## config.mk

```make
export PLATFORM = sky130hd
export DESIGN_NAME = dcache_miss_handler_flat
export DESIGN_NICKNAME = d
export VERILOG_FILES = /design/src/rtl/dcache_miss_handler_if.sv /design/src/rtl/dcache_miss_handler.sv /design/src/flat_wrapper.sv
export SDC_FILE = /design/constraint.sdc
export NUM_CORES = 1
export LEC_CHECK = 0
export CAP_MARGIN = 10
export CORE_MARGIN = 10
export CORE_UTILIZATION = 44
export CTS_BUF_LIST = sky130_fd_sc_hd__clkbuf_4
export DETAILED_ROUTE_END_ITERATION = 10
export GPL_TIMING_DRIVEN = 0
export PLACE_DENSITY = 0.89
export SLEW_MARGIN = 20
export SYNTH_ARGS = -nofsm -noshare
export SYNTH_HDL_FRONTEND = slang
export SYNTH_SLANG_ARGS = --single-unit
```

## constraint.sdc

```tcl
create_clock -name CLK -period 3.3 [get_ports CLK]
set_clock_uncertainty 0.2 [all_clocks]
set_input_delay 0.33 -clock CLK [delete_from_list [all_inputs] [get_ports CLK]]
set_output_delay 0.33 -clock CLK [all_outputs]
set_load 0.02 [all_outputs]
```

## src/rtl/dcache_miss_handler_if.sv

```systemverilog
// Memory-side word bus of the dcache miss handler.
// The master issues single-word requests, and the slave stalls them with dwait.
interface dcache_miss_handler_if;
    logic        dREN;
    logic        dWEN;
    logic [31:0] daddr;
    logic [31:0] dstore;
    logic [31:0] dload;
    logic        dwait;

    modport master (
        output dREN, dWEN, daddr, dstore,
        input  dload, dwait
    );

    modport slave (
        input  dREN, dWEN, daddr, dstore,
        output dload, dwait
    );
endinterface

```

## src/rtl/dcache_miss_handler.sv

```systemverilog
// Two-word-block dcache miss handler: write back dirty victim, then refill.
// Optional halt flush walk of all 16 frames is enabled by DCACHE_HALT_FLUSH_EN.
module dcache_miss_handler (
    input  logic        CLK,
    input  logic        RST,
    input  logic        miss,
    input  logic [31:0] req_addr,
    input  logic        victim_way,
    input  logic        victim_valid,
    input  logic        victim_dirty,
    input  logic [25:0] victim_tag,
    input  logic [31:0] victim_word0,
    input  logic [31:0] victim_word1,
    dcache_miss_handler_if.master mem,
    output logic        fill_en,
    output logic        fill_way,
    output logic        fill_off,
    output logic [31:0] fill_data,
    output logic [25:0] fill_tag,
    output logic        tag_wen,
    output logic        busy,
    output logic        done,
    input  logic        halt,
    output logic [2:0]  flush_idx,
    output logic        flush_way,
    output logic        flushed
);

    typedef enum logic [3:0] {
        IDLE, WB0, WB1, FETCH0, FETCH1, DONE,
        FCHK, FWB0, FWB1, FLUSHED
    } state_t;

    state_t      state, nxt;
    logic [25:0] rtag, vtag;
    logic [2:0]  idx;
    logic        vway;
    logic [31:0] w0, w1;
    logic        xfer, start, vdirty;

    assign xfer   = !mem.dwait;
    assign vdirty = victim_valid && victim_dirty;

`ifdef DCACHE_HALT_FLUSH_EN
    logic [2:0] fidx;
    logic       fway;
    logic       last;
    logic       unused_bits;

    assign start       = (state == IDLE) && miss && !halt;
    assign last        = (fidx == 3'd7) && fway;
    assign unused_bits = ^req_addr[2:0];
`else
    logic unused_bits;

    assign start       = (state == IDLE) && miss;
    assign unused_bits = ^{req_addr[2:0], halt};
`endif

    always_ff @(posedge CLK) begin
        if (RST) state <= IDLE;
        else     state <= nxt;
    end

    always_ff @(posedge CLK) begin
        if (RST) begin
            rtag <= '0;
            vtag <= '0;
            idx  <= '0;
            vway <= 1'b0;
            w0   <= '0;
            w1   <= '0;
`ifdef DCACHE_HALT_FLUSH_EN
            fidx <= '0;
            fway <= 1'b0;
`endif
        end else begin
            if (start) begin
                rtag <= req_addr[31:6];
                idx  <= req_addr[5:3];
                vway <= victim_way;
                vtag <= victim_tag;
                w0   <= victim_word0;
                w1   <= victim_word1;
            end
`ifdef DCACHE_HALT_FLUSH_EN
            // flush frames reuse the victim latches for their write-back
            if (state == FCHK && vdirty) begin
                vtag <= victim_tag;
                w0   <= victim_word0;
                w1   <= victim_word1;
            end
            if ((state == FCHK && !vdirty) ||
                (state == FWB1 && xfer))
                {fidx, fway} <= {fidx, fway} + 4'd1;
`endif
        end
    end

    always_comb begin
        nxt = state;
        unique case (state)
            IDLE: begin
`ifdef DCACHE_HALT_FLUSH_EN
                if (halt) nxt = FCHK;
                else
`endif
                if (start) nxt = vdirty ? WB0 : FETCH0;
            end
            WB0:    if (xfer) nxt = WB1;
            WB1:    if (xfer) nxt = FETCH0;
            FETCH0: if (xfer) nxt = FETCH1;
            FETCH1: if (xfer) nxt = DONE;
            DONE:   nxt = IDLE;
`ifdef DCACHE_HALT_FLUSH_EN
            FCHK: begin
                if (vdirty)    nxt = FWB0;
                else if (last) nxt = FLUSHED;
            end
            FWB0: if (xfer) nxt = FWB1;
            FWB1: if (xfer) nxt = last ? FLUSHED : FCHK;
            FLUSHED: nxt = FLUSHED;
`endif
            default: nxt = IDLE;
        endcase
    end

    always_comb begin
        mem.dREN   = 1'b0;
        mem.dWEN   = 1'b0;
        mem.daddr  = '0;
        mem.dstore = '0;
        fill_en    = 1'b0;
        fill_way   = 1'b0;
        fill_off   = 1'b0;
        fill_data  = '0;
        fill_tag   = '0;
        tag_wen    = 1'b0;
        busy       = 1'b0;
        done       = 1'b0;
        flush_idx  = '0;
        flush_way  = 1'b0;
        flushed    = 1'b0;
        // reset masks everything so an abandoned fill never lands
        if (!RST) begin
            busy = (state != IDLE);
            unique case (state)
                WB0: begin
                    mem.dWEN   = 1'b1;
                    mem.daddr  = {vtag, idx, 3'b000};
                    mem.dstore = w0;
                end
                WB1: begin
                    mem.dWEN   = 1'b1;
                    mem.daddr  = {vtag, idx, 3'b100};
                    mem.dstore = w1;
                end
                FETCH0: begin
                    mem.dREN  = 1'b1;
                    mem.daddr = {rtag, idx, 3'b000};
                    if (xfer) begin
                        fill_en   = 1'b1;
                        fill_way  = vway;
                        fill_data = mem.dload;
                    end
                end
                FETCH1: begin
                    mem.dREN  = 1'b1;
                    mem.daddr = {rtag, idx, 3'b100};
                    if (xfer) begin
                        fill_en   = 1'b1;
                        fill_way  = vway;
                        fill_off  = 1'b1;
                        fill_data = mem.dload;
                    end
                end
                DONE: begin
                    tag_wen  = 1'b1;
                    fill_way = vway;
                    fill_tag = rtag;
                    done     = 1'b1;
                end
`ifdef DCACHE_HALT_FLUSH_EN
                FWB0: begin
                    mem.dWEN   = 1'b1;
                    mem.daddr  = {vtag, fidx, 3'b000};
                    mem.dstore = w0;
                end
                FWB1: begin
                    mem.dWEN   = 1'b1;
                    mem.daddr  = {vtag, fidx, 3'b100};
                    mem.dstore = w1;
                end
                FLUSHED: flushed = 1'b1;
`endif
                default: ;
            endcase
`ifdef DCACHE_HALT_FLUSH_EN
            flush_idx = fidx;
            flush_way = fway;
`endif
        end
    end

endmodule

```

## src/flat_wrapper.sv

```systemverilog
// flat-port wrapper written by rule: the top's interface ports become plain ports
module dcache_miss_handler_flat 
  (CLK, RST, miss, req_addr, victim_way, victim_valid, victim_dirty, victim_tag, victim_word0, victim_word1, fill_en, fill_way, fill_off, fill_data, fill_tag, tag_wen, busy, done, halt, flush_idx, flush_way, flushed, mem_dREN, mem_dWEN, mem_daddr, mem_dstore, mem_dload, mem_dwait);
  dcache_miss_handler_if mem_i ();
  input  logic CLK;
  input  logic RST;
  input  logic miss;
  input  logic [31:0] req_addr;
  input  logic victim_way;
  input  logic victim_valid;
  input  logic victim_dirty;
  input  logic [25:0] victim_tag;
  input  logic [31:0] victim_word0;
  input  logic [31:0] victim_word1;
  output logic fill_en;
  output logic fill_way;
  output logic fill_off;
  output logic [31:0] fill_data;
  output logic [25:0] fill_tag;
  output logic tag_wen;
  output logic busy;
  output logic done;
  input  logic halt;
  output logic [2:0] flush_idx;
  output logic flush_way;
  output logic flushed;
  output wire logic [$bits(mem_i.dREN)-1:0] mem_dREN;
  output wire logic [$bits(mem_i.dWEN)-1:0] mem_dWEN;
  output wire logic [$bits(mem_i.daddr)-1:0] mem_daddr;
  output wire logic [$bits(mem_i.dstore)-1:0] mem_dstore;
  input wire logic [$bits(mem_i.dload)-1:0] mem_dload;
  input wire logic [$bits(mem_i.dwait)-1:0] mem_dwait;
  assign mem_dREN = mem_i.dREN;
  assign mem_dWEN = mem_i.dWEN;
  assign mem_daddr = mem_i.daddr;
  assign mem_dstore = mem_i.dstore;
  assign mem_i.dload = mem_dload;
  assign mem_i.dwait = mem_dwait;
  dcache_miss_handler u_core (.CLK(CLK), .RST(RST), .miss(miss), .req_addr(req_addr), .victim_way(victim_way), .victim_valid(victim_valid), .victim_dirty(victim_dirty), .victim_tag(victim_tag), .victim_word0(victim_word0), .victim_word1(victim_word1), .mem(mem_i), .fill_en(fill_en), .fill_way(fill_way), .fill_off(fill_off), .fill_data(fill_data), .fill_tag(fill_tag), .tag_wen(tag_wen), .busy(busy), .done(done), .halt(halt), .flush_idx(flush_idx), .flush_way(flush_way), .flushed(flushed));
endmodule
```

==> results of run 1 <==
-- power by group through the flow --
stage               sequential, W  clock (W)  combinational, W
detailed placement        0.00172          0          0.000871
finish                    0.00169    0.00119          0.000896
global placement          0.00171          0          0.000855
floorplan                 0.00169          0          0.000474
CTS                       0.00168    0.00119          0.000884
global route              0.00170    0.00128          0.000981
-- routing by layer --
metal / vias to the layer above / routed length [um] / global-route usage
met1: 2981 / 9040 / 0.279
met5: - / 0 / 0
met3: 40 / 1650 / 0.0776
met2: 272 / 11800 / 0.439
li1: 3117 / - / -
met4: 0 / 570 / 0.0844
-- cell type report --
cell class,count,share of cell area
timing repair buffer,291,0.320
clock inverter,13,0.0191
clock buffer,19,0.0156
buffer,75,0.0426
antenna,2,0.000547
sequential,123,0.269
tap,172,0.0235
multi-input combinational,558,0.310
-- worst max-delay path, cell delays in order, from the launching register on --
cell,delay [ps]
dfxtp_1,490
or3b_1,380
buf_2,180
a21oi_1,250
and2_1,180
clkdlybuf4s50_1,610
-- registers in the layout (all words and copies together) (netlist names) --
register / cells
u_core.rtag: 26
u_core.vtag: 26
u_core.state: 3
u_core.w0: 32
u_core.w1: 32
u_core.vway: 1
u_core.idx: 3
-- worst paths after layout --
check                                       end  slack, ps  cells after the start
worst max-delay path               mem_daddr[5]        100                      5
worst min-delay path            u_core.state[0]         50                      3
worst max register to register   u_core.rtag[0]       1010                      6
worst min register to register    u_core.w1[28]        260                      2
-- cells in the final DEF, fill, tap and decap left out, types with 2 or more instances in the layout --
master,Yosys,routed
buf_4,10,22
clkdlybuf4s15_1,0,18
nand2_1,243,243
a22o_1,24,24
a22oi_1,32,32
dlygate4sd2_1,0,23
nor2_1,35,35
clkinv_4,0,2
buf_2,30,27
o21a_1,2,2
bufinv_16,0,4
clkinv_1,0,2
clkbuf_2,0,23
diode_2,0,2
mux2_2,2,2
clkbuf_4,0,20
xnor2_1,2,2
clkdlybuf4s50_1,0,184
nor2b_1,3,3
clkbuf_1,34,19
and2_1,61,61
nor3_1,4,3
clkinv_2,0,3
dfxtp_1,123,123
nor3b_4,0,2
clkinvlp_4,0,2
dlymetal6s2s_1,0,48
a32oi_1,2,2
conb_1,1,7
a21oi_1,125,125
-- stage by stage --
stage	worst slack, ps	hold slack, ps
global route	-40.4	40.6
CTS	-35.9	27.3
global placement	-573	238
floorplan	1070	232
finish	100	47.8
detailed placement	-566	246
-- what timing repair did --
item,4_1_cts,5_1_grt
buffers inserted,6,1
endpoints found under the setup margin,110,88
gates resized for setup,74,102
pin swaps,1,1
-- kinds of logic after synthesis --
kind of cell,Yosys count
simple gates,355
compound gates,191
flops,123
buf+inv,75
xor+xnor,3
mux,2
other cells,1
==> results.json, run 1 <==
{
  "num_rows": 41,
  "period_share": 0.970,
  "synth_edf_count": 0,
  "place_area_mm2": 0.00866,
  "fp.dieH_um": 133,
  "slew_headroom": 0.583,
  "cts_tree": "built",
  "synth_top_family_by_area": "simple AND/OR/NAND/NOR gates",
  "dieWidth_um": 133,
  "vias": 6410,
  "synth_cell_types": 32,
  "worstSetupStartpoint": "u_core.state[2]",
  "hold_class": "input port to flop",
  "hold_path_startpoint": "mem_dwait",
  "grt_pass1_vias": 6258,
  "grt_pass1_wl_um": 34900,
  "cts_hold_repair.buffers": 0,
  "dr.pass1.iters": 5,
  "status": "finished clean",
  "syn_avg_cell_area_um2": 7.45,
  "fillCellCount": 994,
  "core-area_mm2": 0.0125,
  "max-cap-violations": 0,
  "vias_per_cell": 5.12,
  "cp-start-kind": "flop",
  "async_reset_ff_frac": 0,
  "synth_flop_cell": "dfxtp_1",
  "final.min_clock_period_ps": 3200,
  "intPower_w": 0.00263,
  "h-tree-depth": 4,
  "root_buffer": "clkbuf_4",
  "fin_area_mm2": 0.00916,
  "crit_required_ps": 2770,
  "yosys_warnings": 0,
  "yosysTopAreaCellShare": 0.441,
  "area_delta_synth_final_pct": 64.0,
  "seq_power_share": 0.448,
  "ioPinCount": 297,
  "p_comb_frac": 0.238,
  "synth_common_cells": "243 x nand2_1, 125 x a21oi_1, 123 x dfxtp_1, 61 x and2_1, 35 x nor2_1",
  "drtIter0Drc": 427,
  "setup_viol": 0,
  "post-route-util": 0.732,
  "synth_area_leaders": "dfxtp_1 44%, nand2_1 16%, a21oi_1 11%",
  "yosys.area_share.simple": 0.277,
  "cts.sink_count": 123,
  "routedWlPerCell_um": 18.4,
  "portBuffers": 284,
  "critPathArrivalTime_ps": 2670,
  "gp_congestion": 0.871,
  "critPathKind": "flop to output pin",
  "ys_ff_latch": 123,
  "drc": 0,
  "crit_fanout": 7,
  "wl_um": 23000,
  "groute.usage.overall": 0.250,
  "clockBufferDepth": 2,
  "fin_cells": 1253,
  "ir_drop_uv": 304,
  "grt_overflow_total": 0,
  "worst-slew-pin-transition_ps": 626,
  "dieArea_mm2": 0.0176,
  "syn-cell-area_mm2": 0.00558,
  "ys_seq_area_frac": 0.441,
  "clk_pin_slew_ps": 110,
  "numCtsBuffers": 17,
  "pwr-share-clk": 0.315,
  "synthXorXnorAreaFrac": 0.00471,
  "maxSlewViolCount": 0,
  "start_util": 0.446,
  "insertion_delay_ps": 570,
  "ant_nets": 0,
  "synth_mux_area_frac": 0.00403,
  "antenna_found_initial": 2,
  "end_kind": "output pin",
  "dp.cells": 1212,
  "p_total_w": 0.00377,
  "hold_viol_final": 0,
  "synth_compound_area_frac": 0.209,
  "drive_above_1_share": 0.105,
  "p_switching_w": 0.00114,
  "fmax_ghz": 0.313,
  "nNetsFinal": 1228,
  "switching_share": 0.303,
  "fin_tns_setup_ps": 0,
  "regArea_mm2": 0.00246,
  "rr_startpoint": "u_core.state[1]",
  "multi_input_area_mm2": 0.00284,
  "grt_max_degree": 17,
  "p_leak_nw": 4.43,
  "synth_area_leader_cell": "dfxtp_1",
  "dp_hpwl_um": 17900,
  "yosysMostFrequentCell": "nand2_1",
  "p_per_area_mw_per_mm2": 412,
  "synthAdderAreaFrac": 0,
  "synth_cells": 750
}
No activity file was read; power rests on OpenSTA's default activity.
==> run 2, diff against run 1 <==
--- a/config.mk
+++ b/config.mk
@@ -6,7 +6,6 @@
 export NUM_CORES = 1
 export LEC_CHECK = 0
 export CAP_MARGIN = 10
-export CORE_MARGIN = 10
 export CORE_UTILIZATION = 44
 export CTS_BUF_LIST = sky130_fd_sc_hd__clkbuf_4
 export DETAILED_ROUTE_END_ITERATION = 10
==> results.json, run 2 (synthesis results as in run 1) <==
{
  "intPower_w": 0.00262,
  "post-route-util": 0.745,
  "fp.dieH_um": 115,
  "antenna_found_initial": 1,
  "fmax_ghz": 0.315,
  "core-area_mm2": 0.0122,
  "r2r_cells": 6,
  "numCtsBuffers": 17,
  "reg2reg_to": "u_core.rtag[4]",
  "hold_class": "input port to flop",
  "final_cell_mix": "243 x nand2_1, 210 x clkdlybuf4s50_1, 125 x a21oi_1, 122 x dfxtp_1, 61 x and2_1",
  "p_total_w": 0.00375,
  "insertion_delay_ps": 530,
  "grt_pass1_vias": 5901,
  "reg_top3": "u_core.w0 x32, u_core.w1 x32",
  "groute.usage.overall": 0.303,
  "dieWidth_um": 115,
  "p_per_area_mw_per_mm2": 413,
  "min_to": "u_core.state[0]",
  "critPathKind": "flop to output pin",
  "drtIter0Drc": 369,
  "maxSlewViolCount": 0,
  "cp-start-kind": "flop",
  "root_buffer": "clkbuf_4",
  "final.min_clock_period_ps": 3170,
  "dieArea_mm2": 0.0131,
  "rr_startpoint": "u_core.state[1]",
  "clockBufferDepth": 2,
  "drive_above_1_share": 0.0901,
  "cp_slowest_cell": "clkdlybuf4s50_1",
  "rsz0062_at_grt": "no",
  "vias": 6441,
  "hold-worst-slack_ps": 95.0,
  "h-tree-depth": 4,
  "nNetsFinal": 1225,
  "slew_headroom": 0.552,
  "period_share": 0.962,
  "worst-slew-pin-transition_ps": 672,
  "hold_path_startpoint": "mem_dwait",
  "pwr-share-clk": 0.314,
  "portBuffers": 284,
  "p_leak_nw": 4.09,
  "status": "finished clean",
  "cts.sink_count": 123,
  "grt_overflow_total": 0,
  "hold_depth": 3,
  "clk_pin_slew_ps": 100,
  "ioPinCount": 297,
  "crit_fanout": 10,
  "wl_um": 20100,
  "ant_nets": 0,
  "ir_drop_uv": 315,
  "p_switching_w": 0.00113,
  "grt_max_degree": 17,
  "start_util": 0.457,
  "setup_viol": 0,
  "critPathArrivalTime_ps": 2640,
  "switching_share": 0.301,
  "final_common_cell": "nand2_1",
  "vias_per_cell": 5.17,
  "p_comb_frac": 0.236,
  "dp_hpwl_um": 15200,
  "cts_tree": "built",
  "grt_pass1_wl_um": 30100,
  "crit_chain": "buf_2, clkbuf_2, nor3b_4, buf_4, buf_4, a22oi_1, nor2_1, clkdlybuf4s50_1",
  "cts_hold_repair.buffers": 0,
  "num_rows": 40,
  "area_delta_synth_final_pct": 62.9,
  "max-cap-violations": 0,
  "end_kind": "output pin",
  "routedWlPerCell_um": 16.1,
  "r2r_slack_ps": 1020,
  "gp_congestion": 0.956,
  "critPathMostFrequentCell": "buf_4",
  "hold_viol_final": 0,
  "crit_required_ps": 2770,
  "critPathMaxStageDelay_ps": 630,
  "drc": 0,
  "dr.pass1.iters": 6,
  "seq_power_share": 0.450
}
[run 2: power by group through the flow]
stage	clock (W)	combinational (W)	sequential, W
CTS	0.00119	0.000878	0.00168
floorplan	0	0.000474	0.00169
finish	0.00118	0.000887	0.00169
global route	0.00126	0.000966	0.00170
detailed placement	0	0.000864	0.00172
global placement	0	0.000847	0.00171
[run 2: final cells by class]
class                   instances  area, um2
fillers                      1005       3120
plain buffers                  75        395
clock inverters                13        175
flip-flops and latches        123       2460
clock buffers                  19        143
well taps                     168        210
repair buffers                288       2880
multi-input cells             558       2830
diodes                          1       2.50
[run 2: what timing repair did]
item | in CTS | in global routing
endpoints found under the setup margin | 107 | 62
buffers inserted | 4 | 0
pin swaps | 1 | 0
endpoints found under the hold margin | 0 | 0
gates resized for setup | 72 | 39
[run 2: how the worst max path moves through the flow]
stage | from | endpoint | cells past startpoint
3_3_place_gp | RST | mem_daddr[12] | 6
5_1_grt | u_core.state[0] | mem_dstore[30] | 8
4_1_cts | u_core.state[0] | fill_data[5] | 7
2_1_floorplan | u_core.state[0] | fill_data[23] | 6
6_report | u_core.state[0] | mem_dstore[14] | 8
3_5_place_dp | RST | mem_daddr[12] | 6
[run 2: metrics by stage]
stage                     TNS [ps]  worst slack, ps  instances  cell area (um2)
after floorplan                  0             1070        756             5610
after global placement      -10110             -471       1208             8660
after detailed placement     -9930             -438       1208             8660
after CTS                        0             2.98       1244             9010
after global routing             0            0.389       1245             9100
final                            0              125       1245             9100
[run 2: critical path, delay by kind of cell (launching register included)]
kind	cells	cell delay, ps
AO/OA/AOI/OAI	1	80
buffers and inverters	5	1350
flip-flops	1	310
AND/OR/NAND/NOR	2	370
[run 2: layer usage]
metal,global-route usage,vias to the layer above,wire length [um]
met2,0.525,318,10000
met5,0,-,0
met4,0.151,0,713
li1,-,3101,-
met3,0.0709,48,1580
met1,0.350,2974,7780
==> RTL change, RTL diff (config.mk and constraints of run 2) <==
Reset style: asynchronous (`RST`), changed in 2 clocked blocks.
--- a/src/rtl/dcache_miss_handler.sv
+++ b/src/rtl/dcache_miss_handler.sv
@@ -57,12 +57,12 @@
     assign unused_bits = ^{req_addr[2:0], halt};
 `endif
 
-    always_ff @(posedge CLK) begin
+    always_ff @(posedge CLK or posedge RST) begin
         if (RST) state <= IDLE;
         else     state <= nxt;
     end
 
-    always_ff @(posedge CLK) begin
+    always_ff @(posedge CLK or posedge RST) begin
         if (RST) begin
             rtag <= '0;
             vtag <= '0;
Check against the original RTL: no difference found for any inputs over 4 cycles, from zero or initial values and one cycle with RST high; that may be too few to reach the edited logic, so the function may still have changed.
==> RTL change against run 2 <==
Setup slack improved by 0.00051 ns. Sequential cell count unchanged. Wire length is 12% lower. Final area is 4.5% higher. Non-clock buffer count is 26 lower. Synthesized area grew 5.5%. Die area up 5.4%. Critical endpoint is now fill_en.
Power is not compared: it rests on default switching activity, and its combinational part moved more than twofold at a synthesized area within 25%.
==> RTL change: results (changes against run 2) <==
final_nets: 955  # was 1225
nFillCells: 880  # was 1005
finalWirelength_mm: 17.8  # was 20.1 mm
dpl_cell_area_um2: 9100  # was 8660 um^2
dr.pass1.iters: 5  # was 6
setup.worst_path.start: "u_core.state[0]$_DFFE_PP0P_"  # was u_core.state[0]$_SDFFE_PP0P_
grt_pass1_vias: 5192  # was 5901
synth_area_leaders: "dfrtp_1 52%, mux2_1 19%, and2_1 6.6%"  # was dfxtp_1 44%, nand2_1 16%, a21oi_1 11%
synth_flop_cell: "dfrtp_1"  # was dfxtp_1
clock_latency_ns: 0.55  # was 0.53 ns
drive_gt1_frac: 0.133  # was 0.0901
r2r-end: "u_core.rtag[4]$_DFFE_PP0P_"  # was u_core.rtag[4]$_SDFFE_PP0P_
dp_hpwl_mm: 13.4  # was 15.2 mm
r2r-start: "u_core.state[2]$_DFFE_PP0P_"  # was u_core.state[1]$_SDFFE_PP0P_
reg2reg_slack_ns: 1.10  # was 1.02 ns
grtUsageTotal: 0.263  # was 0.303
portBuffers: 285  # was 284
synth_compound_area_frac: 0.0926  # was 0.209
diodes: 0  # was 1
drt_iter0_drc: 219  # was 369
gp_congestion: 0.877  # was 0.956
synth_cell_types: 35  # was 32
async_reset_ff_frac: 1.00  # was 0
synth_xor_area_frac: 0.00149  # was 0.00471
antenna_found_initial: 0  # was 1
outcome: "finished, final reports clean"  # unchanged
grt_pass1_wl_mm: 28.0  # was 30.1 mm
-- RTL change: cell types whose count changed in the layout (fill, tap and decap cells not counted), sizes merged, moves of 4 or more --
| cell | run 2 | this run |
|---|---|---|
| a21oi | 126 | 3 |
| clkbuf | 52 | 28 |
| clkinv | 6 | 10 |
| dfrtp | 0 | 123 |
| dfxtp | 123 | 0 |
| dlygate4sd2 | 48 | 53 |
| dlymetal6s2s | 26 | 20 |
| mux2 | 2 | 120 |
| nand2 | 243 | 3 |
-- RTL change: timing repair --
item                       CTS  global route
setup buffers                3             2
pin swaps                    1             2
cloned                       1             0
setup endpoints to repair  111            51
resized for setup           80            30
-- RTL change: layout make-up --
type	instances	area (um^2)	area share
plain buffers	43	317	0.0333
clock buffers	19	143	0.0150
clock inverters	13	131	0.0138
inverters	2	11.3	0.00119
multi-input cells	311	2630	0.277
flip-flops and latches	123	3080	0.324
well taps	172	215	0.0226
repair buffers	294	2970	0.312
repair inverters	1	5.00	0.000527
-- RTL change: routing by layer --
layer	up-vias	GRT usage	wire, um
li1	2306	-	-
met1	2447	0.312	7320
met2	183	0.441	8900
met3	27	0.0862	1230
met4	0	0.0986	316
met5	-	0	0
-- RTL change: power breakdown --
part | internal (mW) | leakage (nW) | total [mW] | switching, mW
Sequential | 2.29 | 1.45 | 2.73 | 0.446
Combinational | 1.86 | 2.92 | 3.63 | 1.77
Clock | 0.520 | 0.153 | 1.05 | 0.533
-- RTL change: cell families (layout without fill, tap and decap cells) --
logic type,Yosys count,in the layout
AO/OA/AOI/OAI,69,69
XOR/XNOR,1,1
buffers and inverters,45,372
flip-flops,123,123
multiplexers,120,120
other,1,7
AND/OR/NAND/NOR,114,114
-- RTL change: worst max-delay path: stages (launching register included) --
cell,delay (ns)
dfrtp_2,0.47
or4b_4,0.58
a21oi_4,0.23
buf_4,0.20
clkdlybuf4s50_1,0.61
-- RTL change: stage by stage --
step	cells	worst slack [ns]	hold WS, ns
after detailed placement	940	-0.102	0.272
final	978	0.126	0.168
after CTS	976	0.00200	0.125
after floorplan	479	-0.0708	0.249
after global routing	978	-0.00974	0.117
after global placement	936	-1.97	0.261
-- RTL change: worst min-delay path by stage --
stage,end,cells after the start
global route,u_core.vtag[0]$_DFFE_PP0P_,2
floorplan,u_core.idx[0]$_DFFE_PP0P_,1
CTS,u_core.w1[26]$_DFFE_PP0P_,2
detailed placement,u_core.idx[1]$_DFFE_PP0P_,1
finish,u_core.w1[5]$_DFFE_PP0P_,2
global placement,u_core.idx[1]$_DFFE_PP0P_,1
